## config.mk

```make
export PLATFORM = sky130hd
export DESIGN_NAME = uart_rx_oversampled
export DESIGN_NICKNAME = d
export VERILOG_FILES = /design/src/rtl/uart_rx_oversampled.sv
export SDC_FILE = /design/constraint.sdc
export NUM_CORES = 1
export LEC_CHECK = 0
export CORE_UTILIZATION = 25
export DETAILED_ROUTE_END_ITERATION = 8
export PLACE_DENSITY = 0.5
export SLEW_MARGIN = 20
export SYNTH_ARGS = -nofsm -noshare
export SYNTH_HDL_FRONTEND = slang
export SYNTH_SLANG_ARGS = --single-unit
```

## constraint.sdc

```tcl
create_clock -name clk -period 3.4 [get_ports clk]
set_input_delay 0.34 -clock clk [delete_from_list [all_inputs] [get_ports clk]]
set_output_delay 0.34 -clock clk [all_outputs]
set_load 0.01 [all_outputs]
```

## src/rtl/uart_rx_oversampled.sv

```systemverilog
// 8-N-1 UART receiver with a free-running 16x oversample tick.
// Received bytes sit in a valid/ready holding register with error pulses.
module uart_rx_oversampled #(
  parameter int DBIT    = 8,
  parameter int SB_TICK = 16,
  parameter int DVSR    = 27
) (
  input  logic            clk,
  input  logic            reset,
  input  logic            rx,
  output logic [DBIT-1:0] rx_dout,
  output logic            rx_valid,
  input  logic            rx_ready,
  output logic            frame_err,
  output logic            overrun_err
);

  localparam int CW = $clog2(DVSR);
  localparam int NW = (DBIT > 1) ? $clog2(DBIT) : 1;
  localparam logic [CW-1:0] CMAX = CW'(DVSR - 1);
  localparam logic [NW-1:0] NMAX = NW'(DBIT - 1);
  localparam logic [3:0]    SMAX = 4'(SB_TICK - 1);

  typedef enum logic [1:0] {
    IDLE,
    START,
    DATA,
    STOP
  } state_t;

  state_t          state, state_n;
  logic            sync1, rx_s;
  logic [CW-1:0]   cnt;
  logic            tick;
  logic [3:0]      s, s_n;
  logic [NW-1:0]   n, n_n;
  logic [DBIT-1:0] b, b_n;
  logic            done;

  always_ff @(posedge clk) begin
    if (reset) begin
      sync1 <= 1'b1;
      rx_s  <= 1'b1;
    end else begin
      sync1 <= rx;
      rx_s  <= sync1;
    end
  end

  assign tick = (cnt == CMAX);

  always_ff @(posedge clk) begin
    if (reset || tick) cnt <= '0;
    else               cnt <= cnt + 1'b1;
  end

  always_ff @(posedge clk) begin
    if (reset) begin
      state <= IDLE;
      s     <= '0;
      n     <= '0;
      b     <= '0;
    end else begin
      state <= state_n;
      s     <= s_n;
      n     <= n_n;
      b     <= b_n;
    end
  end

  always_comb begin
    state_n = state;
    s_n     = s;
    n_n     = n;
    b_n     = b;
    done    = 1'b0;
    unique case (state)
      IDLE: begin
        if (!rx_s) begin
          state_n = START;
          s_n     = '0;
        end
      end
      START: begin
        if (tick) begin
          // mid-start-bit check rejects short glitches
          if (s == 4'd7) begin
            if (!rx_s) begin
              state_n = DATA;
              s_n     = '0;
              n_n     = '0;
            end else begin
              state_n = IDLE;
            end
          end else begin
            s_n = s + 4'd1;
          end
        end
      end
      DATA: begin
        if (tick) begin
          if (s == 4'd15) begin
            s_n = '0;
            b_n = {rx_s, b[DBIT-1:1]};
            if (n == NMAX) state_n = STOP;
            else           n_n = n + 1'b1;
          end else begin
            s_n = s + 4'd1;
          end
        end
      end
      STOP: begin
        if (tick) begin
          if (s == SMAX) begin
            state_n = IDLE;
            done    = 1'b1;
          end else begin
            s_n = s + 4'd1;
          end
        end
      end
      default: state_n = IDLE;
    endcase
  end

  always_ff @(posedge clk) begin
    if (reset) begin
      rx_dout     <= '0;
      rx_valid    <= 1'b0;
      frame_err   <= 1'b0;
      overrun_err <= 1'b0;
    end else begin
      frame_err   <= done && !rx_s;
      overrun_err <= done && rx_s && rx_valid && !rx_ready;
      // a consume coinciding with a new byte keeps valid high
      if (done && rx_s) begin
        rx_dout  <= b;
        rx_valid <= 1'b1;
      end else if (rx_valid && rx_ready) begin
        rx_valid <= 1'b0;
      end
    end
  end

endmodule
```

==> run_results.csv <==
group,metric,value,unit
power,p_clk_frac,0.402,
power,p_sw_frac,0.239,
floorplan,dieArea,0.00629,mm^2
cells_and_area,final_cell_mix,"dfxtp_1, nor2_1, mux2i_1, clkdlybuf4s50_1",
detailed_routing,viasPerCell,4.69,
cells_and_area,antenna_cells,0,
sta,slew-limit-headroom,0.650,
power,p_int,569,uW
power,power_frac_seq,0.563,
clock_network,ctsHoldBuffers,0,
worst_hold_path,worstHoldPathCells,1,
sta,hold_violations,0,
placement,gp_congestion,0.748,
grt,overflow,0,
logic_synthesis,synth_area,0.00149,mm^2
detailed_routing,drt-total-wl,2.84,mm
setup_path,startpoint_type,"flop",
setup_path,cp.required,3.57,ns
setup_path,crit_arrival,1.99,ns
clock_network,cts_buffers,5,
grt,grt_pass1_vias,1047,
power,power.density,415,mW/mm^2
logic_synthesis,synth.ff_latch_count,35,
sta,timing.fmax,0.547,GHz
grt,grt_first_pass_wirelength,4.86,mm
floorplan,ios,15,
power,leakage,0.651,nW
cells_and_area,final_common_cell,"dfxtp_1",
detailed_routing,ant_nets,0,
clock_network,ctsResizeCount,0,
logic_synthesis,synth_fp_nets,156,
floorplan,num_rows,27,
outcome,status,"completed",
sta,tightest_slew,0.523,ns
sta,timing.final.crit_share,0.537,
logic_synthesis,syn_inst,147,
setup_path,reg2regPathDepth,5,
sta,rsz0062_at_grt,"no",
sta,setup_tns,0,ns
cells_and_area,layout-drive-gt1-share,0.109,
setup_path,r2r_slack,1.57,ns
cells_and_area,syn2layout_area_growth,20.4,%
logic_synthesis,ys_warn_count,0,
detailed_routing,wl_per_cell,12.0,um
sta,fin_crit,1.83,ns
setup_path,worstSetupPathType,"flop to flop",
placement,place_hpwl,1.94,mm
detailed_routing,initialDrtViolationCount,123,
placement,io_buffers,14,
logic_synthesis,yosysUniqueCellTypes,37,
power,totalPowerFinal,747,uW
power,power_switching,178,uW
grt,grt.total_usage,0.100,
power,p_comb_frac,0.035,
detailed_routing,routed-wl-met2,1.34,mm
floorplan,die_x,79.3,um
grt,grt_max_degree,33,
clock_network,cts.sinks,35,
floorplan,start_util,0.265,
power,vdd_drop_max,171,uV
clock_network,cts_tree,"built",
detailed_routing,highest_layer,"met4",
flow_run,drv_cap,0,
worst_hold_path,hp-class,"flop to flop",
floorplan,core,0.00564,mm^2
clock_network,clock_latency,0.29,ns
sta,finClkSkew,0.00905,ns
detailed_routing,route.detailed.drc,0,
grt,antenna_found_initial,0,
sta,drv_slew,0,
logic_synthesis,synth.avg_cell_area,10.2,um^2
cells_and_area,fin_nets,173,
detailed_routing,vias,1111,
setup_path,crit_fanout,8,
clock_network,clkTransAtPathRegs,0.08,ns
detailed_routing,met3_length,115,um
clock_network,cts.htree.levels,2,
floorplan,die_y,79.3,um
clock_network,cts_buffer_depth,2,
sta,setup-violations-final,0,
logic_synthesis,yosysSeqAreaShare,0.469,
clock_network,cts_setup_buffers,0,
setup_path,worstSetupEndpointType,"flop",
detailed_routing,wl_met1,1.34,mm
detailed_routing,drt_pre_antenna_iters,4,
clock_network,root_buffer,"clkbuf_8",
==> final timing paths <==
| kind | startpoint | endpoint |
|---|---|---|
| setup reg to reg | s[0] | rx_dout[7] |
| hold / removal | sync1 | rx_s |
| hold reg to reg | sync1 | rx_s |
| setup / recovery | s[0] | rx_dout[7] |
==> worst max-delay path, stage by stage (launching register included) <==
cell     delay [ns]
dfxtp_1        0.37
ha_1           0.31
nand4_4        0.20
nor3_4         0.51
mux2i_1        0.25
nor2_1         0.06
==> area by class of cell <==
| type | instances | area [um^2] |
|---|---|---|
| Timing Repair Buffer | 15 | 148 |
| Sequential cell | 35 | 701 |
| Clock inverter | 3 | 20.0 |
| Multi-Input combinational cell | 106 | 768 |
| Inverter | 1 | 3.75 |
| Tap cell | 72 | 90.1 |
| Clock buffer | 5 | 68.8 |
| Fill cell | 573 | 3840 |
==> per-layer routing <==
layer	track usage	vias to the layer above
met5	0	-
met3	0.0299	13
li1	-	558
met2	0.166	29
met1	0.115	511
met4	0.0545	0
==> flip-flops by register name, indices dropped and copies added, names as in the netlist, named ones only <==
signal / cells
s: 4
sync1: 1
cnt: 5
b: 8
state: 1
n: 3
rx_valid: 1
frame_err: 1
overrun_err: 1
rx_s: 1
rx_dout: 8
==> synth_stat cells, drive strengths merged <==
master | instances | area [um^2]
ha | 5 | 62.6
dfxtp | 35 | 701
nand3 | 5 | 25.0
a22o | 2 | 17.5
and2 | 1 | 6.26
nand4bb | 1 | 11.3
or2b | 1 | 7.51
a211oi | 3 | 22.5
mux2 | 1 | 11.3
nand2b | 3 | 18.8
a21boi | 2 | 15.0
o32ai | 1 | 8.76
o41ai | 1 | 8.76
a221oi | 1 | 8.76
buf | 2 | 10.0
clkbuf | 3 | 11.3
nand2 | 5 | 18.8
nor4b | 1 | 8.76
and4 | 1 | 10.0
xnor2 | 3 | 26.3
and4b | 2 | 20.0
nand4 | 1 | 21.3
a22oi | 1 | 7.51
nand4b | 2 | 32.5
mux2i | 17 | 170
or2 | 3 | 18.8
a21oi | 4 | 20.0
nor2 | 29 | 109
nor4 | 1 | 6.26
nor3 | 5 | 47.5
o22ai | 1 | 6.26
inv | 1 | 3.75
o21ai | 1 | 5.00
xor2 | 1 | 8.76
o31ai | 1 | 7.51
==> logic make-up (layout without fill, tap and decap cells) <==
family                     Yosys count  after routing  synth area share
adders and majority gates            5              5            0.0419
muxes                               18             18             0.121
DFF                                 35             35             0.469
and+or+nand+nor                     61             61             0.242
AOI/OAI and AO/OA                   18             18            0.0854
xor gates and xnor gates             4              4            0.0235
buffers and inverters                6             24            0.0167
==> power groups by stage <==
stage | clock network, mW | registers (mW) | logic (mW)
floorplan | 0 | 0.427 | 0.0207
global placement | 0 | 0.430 | 0.0260
detailed placement | 0 | 0.430 | 0.0264
CTS | 0.308 | 0.421 | 0.0267
global route | 0.331 | 0.422 | 0.0289
finish | 0.300 | 0.421 | 0.0265
==> per-stage QoR <==
stage / worst slack (ns) / area, um^2 / hold WS, ns / cells / utilization
global placement: 1.64 / 1710 / 0.399 / 229 / 0.303
detailed placement: 1.57 / 1710 / 0.397 / 229 / 0.303
floorplan: 1.79 / 1490 / 0.389 / 147 / -
finish: 1.57 / 1800 / 0.417 / 237 / 0.319
CTS: 1.56 / 1800 / 0.419 / 237 / 0.319
global route: 1.41 / 1800 / 0.453 / 237 / 0.319
(Power assumes the default switching activity.)
==> edit, RTL diff (config.mk and constraints unchanged) <==
Put one more register stage on the output `frame_err`, with the module's reset. The value now appears one clock later. The other outputs are not delayed to match.
--- a/src/rtl/uart_rx_oversampled.sv
+++ b/src/rtl/uart_rx_oversampled.sv
@@ -28,4 +28,6 @@
     STOP
   } state_t;
+
+  logic frame_err_s0;
 
   state_t          state, state_n;
@@ -128,8 +130,8 @@
       rx_dout     <= '0;
       rx_valid    <= 1'b0;
-      frame_err   <= 1'b0;
+      frame_err_s0 <= 1'b0;
       overrun_err <= 1'b0;
     end else begin
-      frame_err   <= done && !rx_s;
+      frame_err_s0 <= done && !rx_s;
       overrun_err <= done && rx_s && rx_valid && !rx_ready;
       // a consume coinciding with a new byte keeps valid high
@@ -143,3 +145,11 @@
   end
 
+  always_ff @(posedge clk) begin
+    if (reset) begin
+      frame_err <= '0;
+    end else begin
+      frame_err <= frame_err_s0;
+    end
+  end
+
 endmodule
Function: no difference found for any inputs over 10 cycles, from zero or initial values and one cycle with reset high; that may be too few to reach the edited logic, so the function may still have changed.
==> edit against the original RTL <==
  * Synthesized area increased by 6.0%
  * Sequential share of layout area decreased by 0.64 points
  * Routed wire length increased by 4.3%
  * Sequential cell count increased by 1
  * Worst setup slack got worse by 0.20 ns
  * Clock skew decreased by 0.0060 ns
  * Power increased by 4.3%
  * Combinational power increased by 19%
  * Design area increased by 4.6%
  * Highest routed layer unchanged
==> edit: results (changes against the original RTL) <==
[worst_hold_path]
hold_start = sync1$_SDFF_PP1_
hold_class = reg -> reg
hold_depth = 1  ; unchanged

[final_layout]
final_nets = 184  ; +6.4%
drive_gt1_share_pct = 9.09  ; -1.8 points
diodes = 0  ; unchanged
top_regs = b x8, rx_dout x8, cnt x5
layout.cells.non_filler = 251  ; +5.9%

[routing]
vias_per_cell = 4.73  ; +0.80%
routed_wl_mm = 2.96  ; +4.3%
first_pass_iters = 4  ; unchanged
first_iter_violations = 66  ; -46%

[clocking]
cts_buffers = 5  ; unchanged
cts.path.max_buffers = 2  ; unchanged
ctsHtreeMaxLevel = 2  ; unchanged
cts_setup_buffers = 0  ; unchanged
clock_latency_ns = 0.29  ; about the same
clkTransAtPathRegs_ns = 0.07
ctsRootBufferMaster = clkbuf_8
post_cts_resized = 0  ; unchanged

[setup_path]
cp_max_fo = 10  ; +2
worstPathRequired_ns = 3.57  ; about the same
r2r_cells = 6  ; +1
critPathLaunch = cnt[0]$_SDFF_PP0_

[grt]
grt_usage_pct = 10.5  ; +0.48 points
grt_pass1_wl_mm = 5.13  ; +5.5%
grt_start_max_net_pins = 35  ; +6.1%
grt_pass1_vias = 1097  ; +4.8%
grt_antenna_before_repair = 0  ; unchanged

[yosys]
yosysUniqueCellTypes = 41  ; +11%
yosysSeqAreaShare_pct = 45.5  ; -1.4 points
syn-num-nets = 171  ; +9.6%
synth.most_common_cell = dfxtp_1
synth.area.top_cells = dfxtp_1, mux2i_1, nor2_1
synth_cells = 162  ; +10%
synth_warnings = 0  ; unchanged
synthTopCellsByCount = dfxtp_1, nor2_1, mux2i_1
synth-async-reset-ratio_pct = 0  ; unchanged

[power_and_ir_drop]
ir_drop_mv = 0.149  ; -13%
p_int_w = 0.000605  ; +6.3%
p_leak_nw = 0.660  ; +1.3%

[run_status]
outcome = finished clean

[placed_design]
dp.cells = 243  ; +6.1%
gp_congestion = 0.728  ; -2.6%
hpwl_mm = 1.97  ; +1.5%
pre_cts_ws_ns = 1.35  ; -0.215 ns
port_buffers = 14  ; unchanged
placed_area_um2 = 1790  ; +4.5%

[timing]
fin_worst_skew_ns = 0.00310  ; -0.00595 ns
tightestPinTransition_ns = 0.726  ; +0.203 ns

[edit: layout make-up]
class / instances / area [um2]
clock buffer: 7 / 86.3
clock inverter: 1 / 7.51
fill: 649 / 4140
inverter: 4 / 15.0
multi-input combinational: 113 / 811
sequential: 36 / 721
tap: 75 / 93.8
timing repair buffer: 15 / 148
[edit: layer usage]
layer | routed length (um) | GRT usage (%)
met1 | 1520 | 12.9
met3 | 118 | 3.44
met5 | 0 | 0
met4 | 99 | 7.89
met2 | 1230 | 15.2
[edit: logic make-up after synthesis]
group	after synthesis	synth area share, %
adders and majority gates	5	3.95
xor gates and xnor gates	3	1.66
and+or+nand+nor	61	23.6
AOI/OAI and AO/OA	27	11.2
buffers and inverters	13	3.32
DFF	36	45.5
muxes	17	10.7
[edit: path summary, 6_finish.rpt]
kind / to / slack (ns)
max: rx_dout[1]$_SDFFE_PP0P_ / 1.37
min: rx_s$_SDFF_PP1_ / 0.42
max reg2reg: rx_dout[1]$_SDFFE_PP0P_ / 1.37
min reg2reg: rx_s$_SDFF_PP1_ / 0.42
[edit: stage by stage]
| stage | hold WS [ns] | utilization, % |
|---|---|---|
| after floorplan | 0.389 | - |
| after global placement | 0.405 | 29.7 |
| after detailed placement | 0.401 | 29.7 |
| after CTS | 0.422 | 31.2 |
| after global routing | 0.443 | 31.2 |
| final | 0.419 | 31.2 |
[edit: power groups by stage]
| stage | combinational [W] | clock (W) | sequential, W |
|---|---|---|---|
| 5_1_grt | 0.0000362 | 0.000345 | 0.000434 |
| 4_1_cts | 0.0000321 | 0.000331 | 0.000433 |
| 2_1_floorplan | 0.0000264 | 0 | 0.000439 |
| 3_5_place_dp | 0.0000316 | 0 | 0.000443 |
| 6_report | 0.0000315 | 0.000315 | 0.000433 |
| 3_3_place_gp | 0.0000318 | 0 | 0.000443 |
[edit: worst max-delay path, cell delays in order, from the launching register on]
cell and delay [ns]:
dfxtp_1 0.34, inv_1 0.06, ha_1 0.22, nand4b_4 0.23, nor4_4 0.74, mux2i_1 0.26, nor2_1 0.05
